==> config.mk <==
export PLATFORM = sky130hd
export DESIGN_NAME = bcd_serial_adder_flat
export DESIGN_NICKNAME = d
export VERILOG_FILES = /design/src/rtl/bcd_serial_adder_if.sv /design/src/rtl/bcd_serial_adder.sv /design/src/flat_wrapper.sv
export SDC_FILE = /design/constraint.sdc
export NUM_CORES = 1
export LEC_CHECK = 0
export CAP_MARGIN = 20
export CORE_MARGIN = 3
export CORE_UTILIZATION = 35
export DETAILED_ROUTE_END_ITERATION = 6
export MAX_ROUTING_LAYER = met4
export PLACE_DENSITY = 0.68
export SETUP_SLACK_MARGIN = 0.02
export SLEW_MARGIN = 40
export SYNTH_ARGS = -nofsm -noshare
export SYNTH_HDL_FRONTEND = slang
export SYNTH_SLANG_ARGS = --single-unit
==> constraint.sdc <==
create_clock -name clk -period 3.2 [get_ports clk]
set_clock_uncertainty 0.15 [all_clocks]
set_input_delay 0.32 -clock clk [delete_from_list [all_inputs] [get_ports clk]]
set_output_delay 0.32 -clock clk [all_outputs]
set_load 0.01 [all_outputs]
==> src/rtl/bcd_serial_adder_if.sv <==
// Handshake and operand/result bundle for the digit-serial BCD adder.
// The requester uses the master modport, the adder uses the slave modport.
interface bcd_serial_adder_if #(
    parameter int DIGITS = 4
);
    logic                  start;
    logic [4*DIGITS-1:0]   a;
    logic [4*DIGITS-1:0]   b;
    logic                  cin;
    logic                  busy;
    logic                  done;
    logic [4*DIGITS-1:0]   sum;
    logic                  cout;
    logic                  invalid;

    modport master (
        output start, a, b, cin,
        input  busy, done, sum, cout, invalid
    );

    modport slave (
        input  start, a, b, cin,
        output busy, done, sum, cout, invalid
    );
endinterface

==> src/rtl/bcd_serial_adder.sv <==
// Digit-serial multi-digit BCD adder: one decimal digit per clock, LSD first,
// with a start/busy/done handshake and registered sum, carry and invalid flag.
module bcd_serial_adder #(
    parameter int DIGITS = 4
) (
    input  logic               clk,
    input  logic               rst_n,
    bcd_serial_adder_if.slave  bus
);
    localparam int W  = 4 * DIGITS;
    localparam int IW = (DIGITS > 1) ? $clog2(DIGITS) : 1;

    typedef enum logic {
        IDLE,
        RUN
    } state_t;

    state_t          state;
    logic [IW-1:0]   idx;
    logic [W-1:0]    a_sh;
    logic [W-1:0]    b_sh;
    logic            carry;
    logic [W-1:0]    res_acc;
    logic            inv_acc;

    logic            busy_r;
    logic            done_r;
    logic [W-1:0]    sum_r;
    logic            cout_r;
    logic            invalid_r;

    logic [4:0]      s5;
    logic [4:0]      dig_res;
    logic            carry_nxt;
    logic [W-1:0]    res_nxt;
    logic            inv_nxt;
    logic            last;

    // Decimal correction: carry is taken from the comparison, not from the
    // corrected value, so out-of-range digits still give a defined result.
    function automatic logic [4:0] bcd_correct(input logic [4:0] bin);
        logic [4:0] adj;
        adj = bin + 5'd6;
        if (bin > 5'd9) begin
            bcd_correct = {1'b1, adj[3:0]};
        end else begin
            bcd_correct = {1'b0, bin[3:0]};
        end
    endfunction

    function automatic logic digit_bad(input logic [3:0] d);
        digit_bad = (d > 4'd9);
    endfunction

    // Operands shift right each digit, so the active digit is always at [3:0];
    // result digits enter at the top and reach their own position after DIGITS steps.
    always_comb begin
        s5        = {1'b0, a_sh[3:0]} + {1'b0, b_sh[3:0]} + {4'b0000, carry};
        dig_res   = bcd_correct(s5);
        carry_nxt = dig_res[4];
        res_nxt   = res_acc >> 4;
        res_nxt[W-1 -: 4] = dig_res[3:0];
        inv_nxt   = inv_acc | digit_bad(a_sh[3:0]) | digit_bad(b_sh[3:0]);
        last      = (idx == IW'(DIGITS - 1));
    end

    always_ff @(posedge clk or negedge rst_n) begin
        if (!rst_n) begin
            state     <= IDLE;
            idx       <= '0;
            a_sh      <= '0;
            b_sh      <= '0;
            carry     <= 1'b0;
            res_acc   <= '0;
            inv_acc   <= 1'b0;
            busy_r    <= 1'b0;
            done_r    <= 1'b0;
            sum_r     <= '0;
            cout_r    <= 1'b0;
            invalid_r <= 1'b0;
        end else begin
            done_r <= 1'b0;
            case (state)
                IDLE: begin
                    if (bus.start) begin
                        a_sh    <= bus.a;
                        b_sh    <= bus.b;
                        carry   <= bus.cin;
                        idx     <= '0;
                        res_acc <= '0;
                        inv_acc <= 1'b0;
                        busy_r  <= 1'b1;
                        state   <= RUN;
                    end
                end
                RUN: begin
                    a_sh    <= a_sh >> 4;
                    b_sh    <= b_sh >> 4;
                    carry   <= carry_nxt;
                    res_acc <= res_nxt;
                    inv_acc <= inv_nxt;
                    if (last) begin
                        state     <= IDLE;
                        busy_r    <= 1'b0;
                        done_r    <= 1'b1;
                        sum_r     <= res_nxt;
                        cout_r    <= carry_nxt;
                        invalid_r <= inv_nxt;
                    end else begin
                        idx <= idx + IW'(1);
                    end
                end
                default: state <= IDLE;
            endcase
        end
    end

    assign bus.busy    = busy_r;
    assign bus.done    = done_r;
    assign bus.sum     = sum_r;
    assign bus.cout    = cout_r;
    assign bus.invalid = invalid_r;
endmodule
==> src/flat_wrapper.sv <==
// flat-port wrapper written by rule: the top's interface ports become plain ports
module bcd_serial_adder_flat 
#(
    parameter int DIGITS = 4
)
  (clk, rst_n, bus_start, bus_a, bus_b, bus_cin, bus_busy, bus_done, bus_sum, bus_cout, bus_invalid);
  bcd_serial_adder_if #(.DIGITS(DIGITS)) bus_i ();
  input  logic clk;
  input  logic rst_n;
  input wire logic [$bits(bus_i.start)-1:0] bus_start;
  input wire logic [$bits(bus_i.a)-1:0] bus_a;
  input wire logic [$bits(bus_i.b)-1:0] bus_b;
  input wire logic [$bits(bus_i.cin)-1:0] bus_cin;
  output wire logic [$bits(bus_i.busy)-1:0] bus_busy;
  output wire logic [$bits(bus_i.done)-1:0] bus_done;
  output wire logic [$bits(bus_i.sum)-1:0] bus_sum;
  output wire logic [$bits(bus_i.cout)-1:0] bus_cout;
  output wire logic [$bits(bus_i.invalid)-1:0] bus_invalid;
  assign bus_i.start = bus_start;
  assign bus_i.a = bus_a;
  assign bus_i.b = bus_b;
  assign bus_i.cin = bus_cin;
  assign bus_busy = bus_i.busy;
  assign bus_done = bus_i.done;
  assign bus_sum = bus_i.sum;
  assign bus_cout = bus_i.cout;
  assign bus_invalid = bus_i.invalid;
  bcd_serial_adder #(.DIGITS(DIGITS)) u_core (.clk(clk), .rst_n(rst_n), .bus(bus_i));
endmodule
### Word level (Yosys, flattened, before mapping)

Index checks and enable logic that the tools add are counted.
Widths: inputs -> output; s select.

* register bits after elaboration: 73
* bits in latches: 0
* memory bits (writable): 0
* ROM bits: 0
* input bits: 36
* output and inout port bits: 20
* logic and storage cells: 51
* memories: 0

* $add $sub $neg: 4
* multiply operators: 0
* divide/modulo/power cells: 0
* magnitude comparators: 3
* eq/ne operators: 4
* shift-type cells: 0
* muxes and demuxes: 22
* bitwise operators: 3
* reduce and logical (&&, ||, !) cells: 3

Operator list (number)
* $pmux 16 s2: 3
* $mux 16: 3
* $gt 4x4->1 const B: 2
* $mux 1: 8
* $pmux 1 s2: 4
* $ne 2x2->1 const B: 3
* $reduce_and 2->1: 3
* $add 4x4->5: 1
* $add 5x1->5: 1
* $gt 5x4->1 const B: 1
* $mux 5: 1
* $add 4x3->4 const B: 1
* $mux 2: 2
* $pmux 2 s2: 1
* $add 2x1->2 const B: 1
* $eq 2x2->1 const B: 1
* $or 1x1->1: 2
* $not 1->1: 1

### Longest topological paths before layout

Gate-level depths: netlist (run 1).

* depth in word-level cells: 5
* mapped depth: 9
* gate-level depth less buffers: 9

### Worst setup path after synthesis (run 1)

Ideal clock, no wire load.

* path type: reg-to-reg
* start: reg u_core.carry
* end: reg u_core.res_acc[13]
* library setup time: 122 ps
* arrival: 2420 ps
* required time: 2928 ps
* slack: 508 ps
* cell stages (with the launch flop): 10
* path buffers: 0
* clock period less this slack: 2692 ps
* cell sequence: dfrtp_1 -> fa_1 -> fa_1 -> xnor2_1 -> ha_1 -> nor2b_1 -> a31oi_1 -> and3_4 -> o21ai_2 -> a32o_1

* word-level cells in the longest chain between the ends: 4
* elaborated cells on any way between the ends: 5
* those cells by class: 2 x add/sub; 1 x order compare; 2 x mux

RTL lines
* start, declared: RTL line bcd_serial_adder.sv:22 `logic carry;`
* start signal, assigned: RTL line bcd_serial_adder.sv:88 `carry <= bus.cin;`
* start signal, assigned: RTL line bcd_serial_adder.sv:99 `carry <= carry_nxt;`
* $add 5x1->5 *: RTL line bcd_serial_adder.sv:58 `s5 = {1'b0, a_sh[3:0]} + {1'b0, b_sh[3:0]} + {4'b0000, carry};`
* $add 4x3->4 or $gt 5x4->1 (tied branches): RTL line bcd_serial_adder.sv:43, bcd_serial_adder.sv:44
* $mux 5 *: RTL line bcd_serial_adder.sv:44 `if (bin > 5'd9) begin`
* $pmux 16 s2 *: RTL line bcd_serial_adder.sv:83 `case (state)`
* end signal, assigned: RTL line bcd_serial_adder.sv:100 `res_acc <= res_nxt;`
* end, declared: RTL line bcd_serial_adder.sv:23 `logic [W-1:0] res_acc;`

Mark *: on every way between the ends. The rest lies on a longest branch, timed or not.
A chain may end at the register's enable or synchronous reset.

### Final worst setup path (run 1)

Same ends and word-level chain as after synthesis.

==> metrics, run 1 <==
Tightest Pin Transition=0.7347 ns; crit path launch type=register; pin count of the biggest net entering global routing=62; Reg2Reg Depth=9; Overflow after GRT=0; Hold Path Class=input port to asynchronous set/reset pin; async set-reset flop share out of synthesis=1.000; Mapped Cells=294; post-route ant nets=0; Leak=1.879 nW; Setup TNS Final=0 ns; Die W=99.57 um; layout cells sized above 1=0.09014; Crit Reg-Reg Endpoint=u_core.res_acc[13]; DIE AREA=0.009913 mm^2; Initial Util=0.3674; Worst R2R Setup Slack=0.27 ns; critical path arrival=3.00 ns; Top Ports=56; row count=33; dpl hpwl=4489 um; Max VDD drop=327.6 uV; crit path cell chain=fa_1 -> fa_1 -> xnor2_1 -> ha_1 -> nor2b_1 -> a31oi_1 -> nand3_1 -> nand3_1 -> a32o_1; initial antenna violation count=0; pwr dens=938.1 mW/mm^2; Crit Path Class=register to register; Setup-failing EPs final=0; GRT Total Usage=0.1404; RSZ-0062 raised after global routing=false; CTS Root Cell=clkbuf_8; TritonRoute pass-1 iters=4; Yosys Warn Count=0; CP Capture Type=register; critical path's largest stage delay=0.47 ns; Unique masters post-synth=36; total wire length=6352 um; buffers plus inverters on the worst setup path=0; gpl congestion=0.8343; CP endpoint=u_core.res_acc[13]; vias=2,240; Mean Syn Cell Area=10.42 um^2; Seq/Total Area, Yosys=0.5635; Buffers on Ports=55; Bufs on Longest Clock Path=2; minimum clock period=2.935 ns; Max Cap Violations=0; critical path's slowest cell=fa_1; outcome=finished clean; cts repair resizes=0; Clock transition at path regs=0.07 ns; post-synthesis cell area=0.003064 mm^2; synthesis-stage register bit count=69; n_diodes=0; final period utilization=0.9171; Iter 0 DRT Violations=89; Routed wire per std cell=13.81 um; Total Nets Final=393; final slew viol count=0; Crit path required time=3.27 ns; worst-skew pair later-pin latency=0.34 ns; f_max=340.7 MHz; Worst Setup SP=u_core.carry; CTS buffer count=9; core footprint=0.008341 mm^2; Slew headroom=0.5084; Post-Syn Nets=337; Layout area overhead=29.44%; clock sink total=69; Crit path max-delay family=adder cells; ys flop type=dfrtp_1; Hold Vio Cnt, Final=0; number of synthesized flops with an enable pin=0; Placed Area=0.003707 mm^2; CP Depth=9; Vias/cell=4.870; CP max FO=5; Critical R2R Launch=u_core.carry; drc violations=0; die extent in y=99.57 um; CTS tree=built; first-pass GRT wire length=10,740 um; CTS H-tree depth=3; Final Cell Area=0.003966 mm^2; vias in the first global route=2,242
-- what timing repair did --
| item | in CTS | in global routing |
|---|---|---|
| setup buffers | 0 | 0 |
| hold endpoints to repair | 15 | 0 |
| hold buffers | 1 | 0 |
-- where the power goes --
| group | switching, mW | internal, mW | leakage, nW |
|---|---|---|---|
| clock network | 0.327 | 0.544 | 0.124 |
| logic | 0.716 | 0.690 | 0.861 |
| registers | 0.229 | 1.22 | 0.894 |
-- final cells by class --
| class | count | area (um^2) |
|---|---|---|
| Inverter | 5 | 18.77 |
| Sequential cell | 69 | 1728 |
| Multi-Input combinational cell | 204 | 1251 |
| Clock inverter | 5 | 107.6 |
| Fill cell | 770 | 4374 |
| Tap cell | 105 | 131.4 |
| Timing Repair Buffer | 61 | 588.1 |
| Clock buffer | 11 | 141.4 |
-- placed cells by master (no fill, tap or decap), types with 2 or more instances in the layout --
cell,n
a21o_2,2
mux2i_1,34
o22ai_1,3
mux2_2,2
clkbuf_8,10
nand3_1,2
clkdlybuf4s50_1,53
nand2_1,79
a21oi_1,3
nor2b_1,2
buf_2,2
buf_4,5
fa_1,2
bufinv_16,3
inv_1,4
ha_1,5
o21ai_0,34
a22o_1,7
nor2_1,12
dfrtp_1,68
-- metal layers --
metal | global-route usage | wire length, um | up-vias | share of wire
met5 | - | 0 | - | 0
met4 | 0.04412 | 39 | 0 | 0.0061
met3 | 0.04979 | 382 | 4 | 0.060
met2 | 0.2056 | 2953 | 53 | 0.46
met1 | 0.1826 | 2977 | 1073 | 0.47
li1 | - | - | 1110 | -
-- cells by family (layout without fill, tap and decap cells) --
logic type,count (synthesis),in the layout,share of synthesized area
AOI/OAI and AO/OA,57,57,0.1139
xor gates and xnor gates,2,2,0.005718
adders and majority gates,7,7,0.03348
buffers and inverters,21,82,0.02817
DFF,69,69,0.5635
muxes,36,36,0.1184
and+or+nand+nor,102,102,0.1368
-- synthesized netlist by cell type (2+ instances only) --
master | count | area share
mux2i_1 | 34 | 0.11
buf_2 | 6 | 0.0098
clkbuf_1 | 9 | 0.011
nand2_1 | 79 | 0.097
inv_1 | 4 | 0.0049
o22ai_1 | 3 | 0.0061
a21oi_1 | 3 | 0.0049
nor2_1 | 12 | 0.015
ha_1 | 5 | 0.020
dfrtp_1 | 69 | 0.56
fa_1 | 2 | 0.013
mux2_2 | 2 | 0.0073
o21ai_0 | 34 | 0.056
a22o_1 | 7 | 0.020
nand3_1 | 2 | 0.0033
nor2b_1 | 2 | 0.0041
a21o_2 | 2 | 0.0057
-- per-stage QoR --
step,util,cells,hold slack (ns),power [mW],worst slack (ns)
after floorplan,-,294,-0.1256,2.361,0.5082
after global placement,0.4445,443,0.1258,2.808,0.4239
after detailed placement,0.4445,443,0.1205,2.871,0.3034
after CTS,0.4755,460,0.2955,3.763,0.2930
after global routing,0.4755,460,0.3134,4.017,0.1362
final,0.4755,460,0.2915,3.721,0.2653
-- registers in the layout (all words and copies together) (netlist names), 2 cells and up --
signal and count:
u_core.idx 2, u_core.res_acc 12, u_core.b_sh 16, u_core.bus.sum 16
u_core.a_sh 16
-- how the worst min path moves through the flow --
stage | from | endpoint | slack (ns) | cells after the start
finish | rst_n | u_core.bus.sum[0] | 0.29 | 2
global route | rst_n | u_core.bus.sum[0] | 0.31 | 2
CTS | rst_n | u_core.bus.sum[0] | 0.30 | 2
detailed placement | rst_n | u_core.bus.sum[0] | 0.12 | 1
global placement | rst_n | u_core.bus.sum[0] | 0.13 | 1
floorplan | rst_n | u_core.a_sh[0] | -0.13 | 0
Note: power is estimated with default switching activity, not from simulation.
==> run 2: changes to the inputs <==
- GPL_ROUTABILITY_DRIVEN: default -> 0
==> results of run 2 <==
Final layout, timing and power as in run 1 (identical DEF).
==> run 3: changes to the inputs <==
- CORE_MARGIN: 3 -> default
- GPL_ROUTABILITY_DRIVEN: 0 -> default
- clock period: 3.2 -> 3 ns (I/O delays scaled with it)
==> metrics, run 3 (synthesis results as in run 1) <==
outcome=finished clean; vias=2,281; initial antenna violation count=0; CTS buffer count=9; minimum clock period=2.827 ns; startpoint of the most critical hold path=bus_start; f_max=353.7 MHz; Total Nets Final=395; Tightest Pin Transition=0.7802 ns; Vias/cell=4.937; critical path arrival=2.87 ns; RSZ-0062 raised after global routing=false; Top Ports=56; worst-skew pair later-pin latency=0.35 ns; Die W=95.57 um; Overflow after GRT=0; TritonRoute pass-1 iters=4; CTS tree=built; pwr dens=995.3 mW/mm^2; Crit path required time=3.04 ns; Slew headroom=0.4780; gpl congestion=0.8037; drc violations=0; Hold Path Sink=u_core.res_acc[11]; Hold Vio Cnt, Final=0; most common cell after layout, fill and taps aside=nand2_1; vias in the first global route=2,281; crit path cell chain=fa_2 -> fa_2 -> inv_1 -> ha_1 -> nor2b_1 -> a31oi_2 -> nand3_1 -> a21oi_1 -> a311oi_1; cell mode on critical path=fa_2; CP Capture Type=register; post-route ant nets=0; Iter 0 DRT Violations=85; layout cells sized above 1=0.1064; CTS Root Cell=clkbuf_8; CTS H-tree depth=3; Routed wire per std cell=13.94 um; final slew viol count=0; Worst R2R Setup Slack=0.17 ns; critical path's largest stage delay=0.56 ns; pin count of the biggest net entering global routing=74; DIE AREA=0.009133 mm^2; Hold Path Class=input port to register; most frequent cells in the layout=nand2_1 (79), dfrtp_1 (68), clkdlybuf4s50_1 (53); Buffers on Ports=55; Clock transition at path regs=0.08 ns; Critical R2R Launch=u_core.carry; n_diodes=0; first-pass GRT wire length=10,970 um; clock sink total=69; Crit Reg-Reg Endpoint=u_core.bus.sum[14]; power after layout=3.960 mW; Layout area overhead=29.85%; final period utilization=0.9424; critical path's slowest cell=fa_2; GRT Total Usage=0.1647; Bufs on Longest Clock Path=2; Setup-failing EPs final=0; total wire length=6440 um; CP max FO=4; hold depth=3; dpl hpwl=4360 um; row count=33; Max VDD drop=325.3 uV; Fillers=818; Reg2Reg Depth=9; Leak=1.880 nW; crit path launch type=register; die extent in y=95.57 um; Setup TNS Final=0 ns; Crit Path Class=register to register; Initial Util=0.3674; Max Cap Violations=0; core footprint=0.008341 mm^2
[run 3: power breakdown]
| group | total, mW | switching [mW] | internal, mW |
|---|---|---|---|
| clock network | 0.825 | 0.357 | 0.468 |
| registers | 1.53 | 0.230 | 1.30 |
| logic | 1.61 | 0.815 | 0.794 |
[run 3: worst max-delay path by stage]
stage	from	end	cells after the start
6_report	u_core.carry	u_core.bus.sum[14]	9
5_1_grt	u_core.carry	u_core.bus.sum[14]	9
4_1_cts	u_core.carry	u_core.res_acc[13]	9
3_5_place_dp	u_core.carry	u_core.res_acc[13]	9
3_3_place_gp	u_core.carry	u_core.res_acc[13]	9
2_1_floorplan	u_core.carry	u_core.res_acc[13]	9
[run 3: routing by layer]
layer  wire, um  global-route usage  vias up
met4         74             0.04104        0
met1       2890              0.2001     1106
li1           -                   -     1114
met2       3077              0.2536       52
met3        397             0.06938        9
met5          0                   -        -
[run 3: through the flow]
stage	cell area, um^2	util	cells	worst slack [ns]	hold WS (ns)
2_1_floorplan	3064	-	294	0.3082	-0.1456
3_3_place_gp	3720	0.4460	443	0.2199	0.2390
3_5_place_dp	3720	0.4460	443	0.06151	0.2456
4_1_cts	3945	0.4730	460	0.04429	0.2808
5_1_grt	3979	0.4770	462	0.02566	0.2918
6_report	3979	0.4770	462	0.1727	0.2847
[run 3: layout make-up]
class	count	area [um^2]	area share
Clock inverter	6	87.58	0.02201
Clock buffer	10	127.6	0.03208
Sequential cell	69	1728	0.4343
Inverter	5	18.77	0.004717
Multi-Input combinational cell	204	1270	0.3192
Timing Repair Buffer	63	615.6	0.1547
Tap cell	105	131.4	0.03302
[run 3: worst max-delay path: cells and delay by family, from the launching register on]
kind            cells  cell delay (ns)
flops               1             0.41
compound gates      3             0.50
simple gates        2             0.31
fa+ha+maj           3             1.20
buf+inv             1             0.09
[run 3: repair_timing]
| action | CTS | global route |
|---|---|---|
| hold buffers | 1 | 0 |
| buffers inserted | 0 | 2 |
| gates resized for setup | 0 | 4 |
| endpoints found under the setup margin | 0 | 6 |
| endpoints found under the hold margin | 29 | 0 |
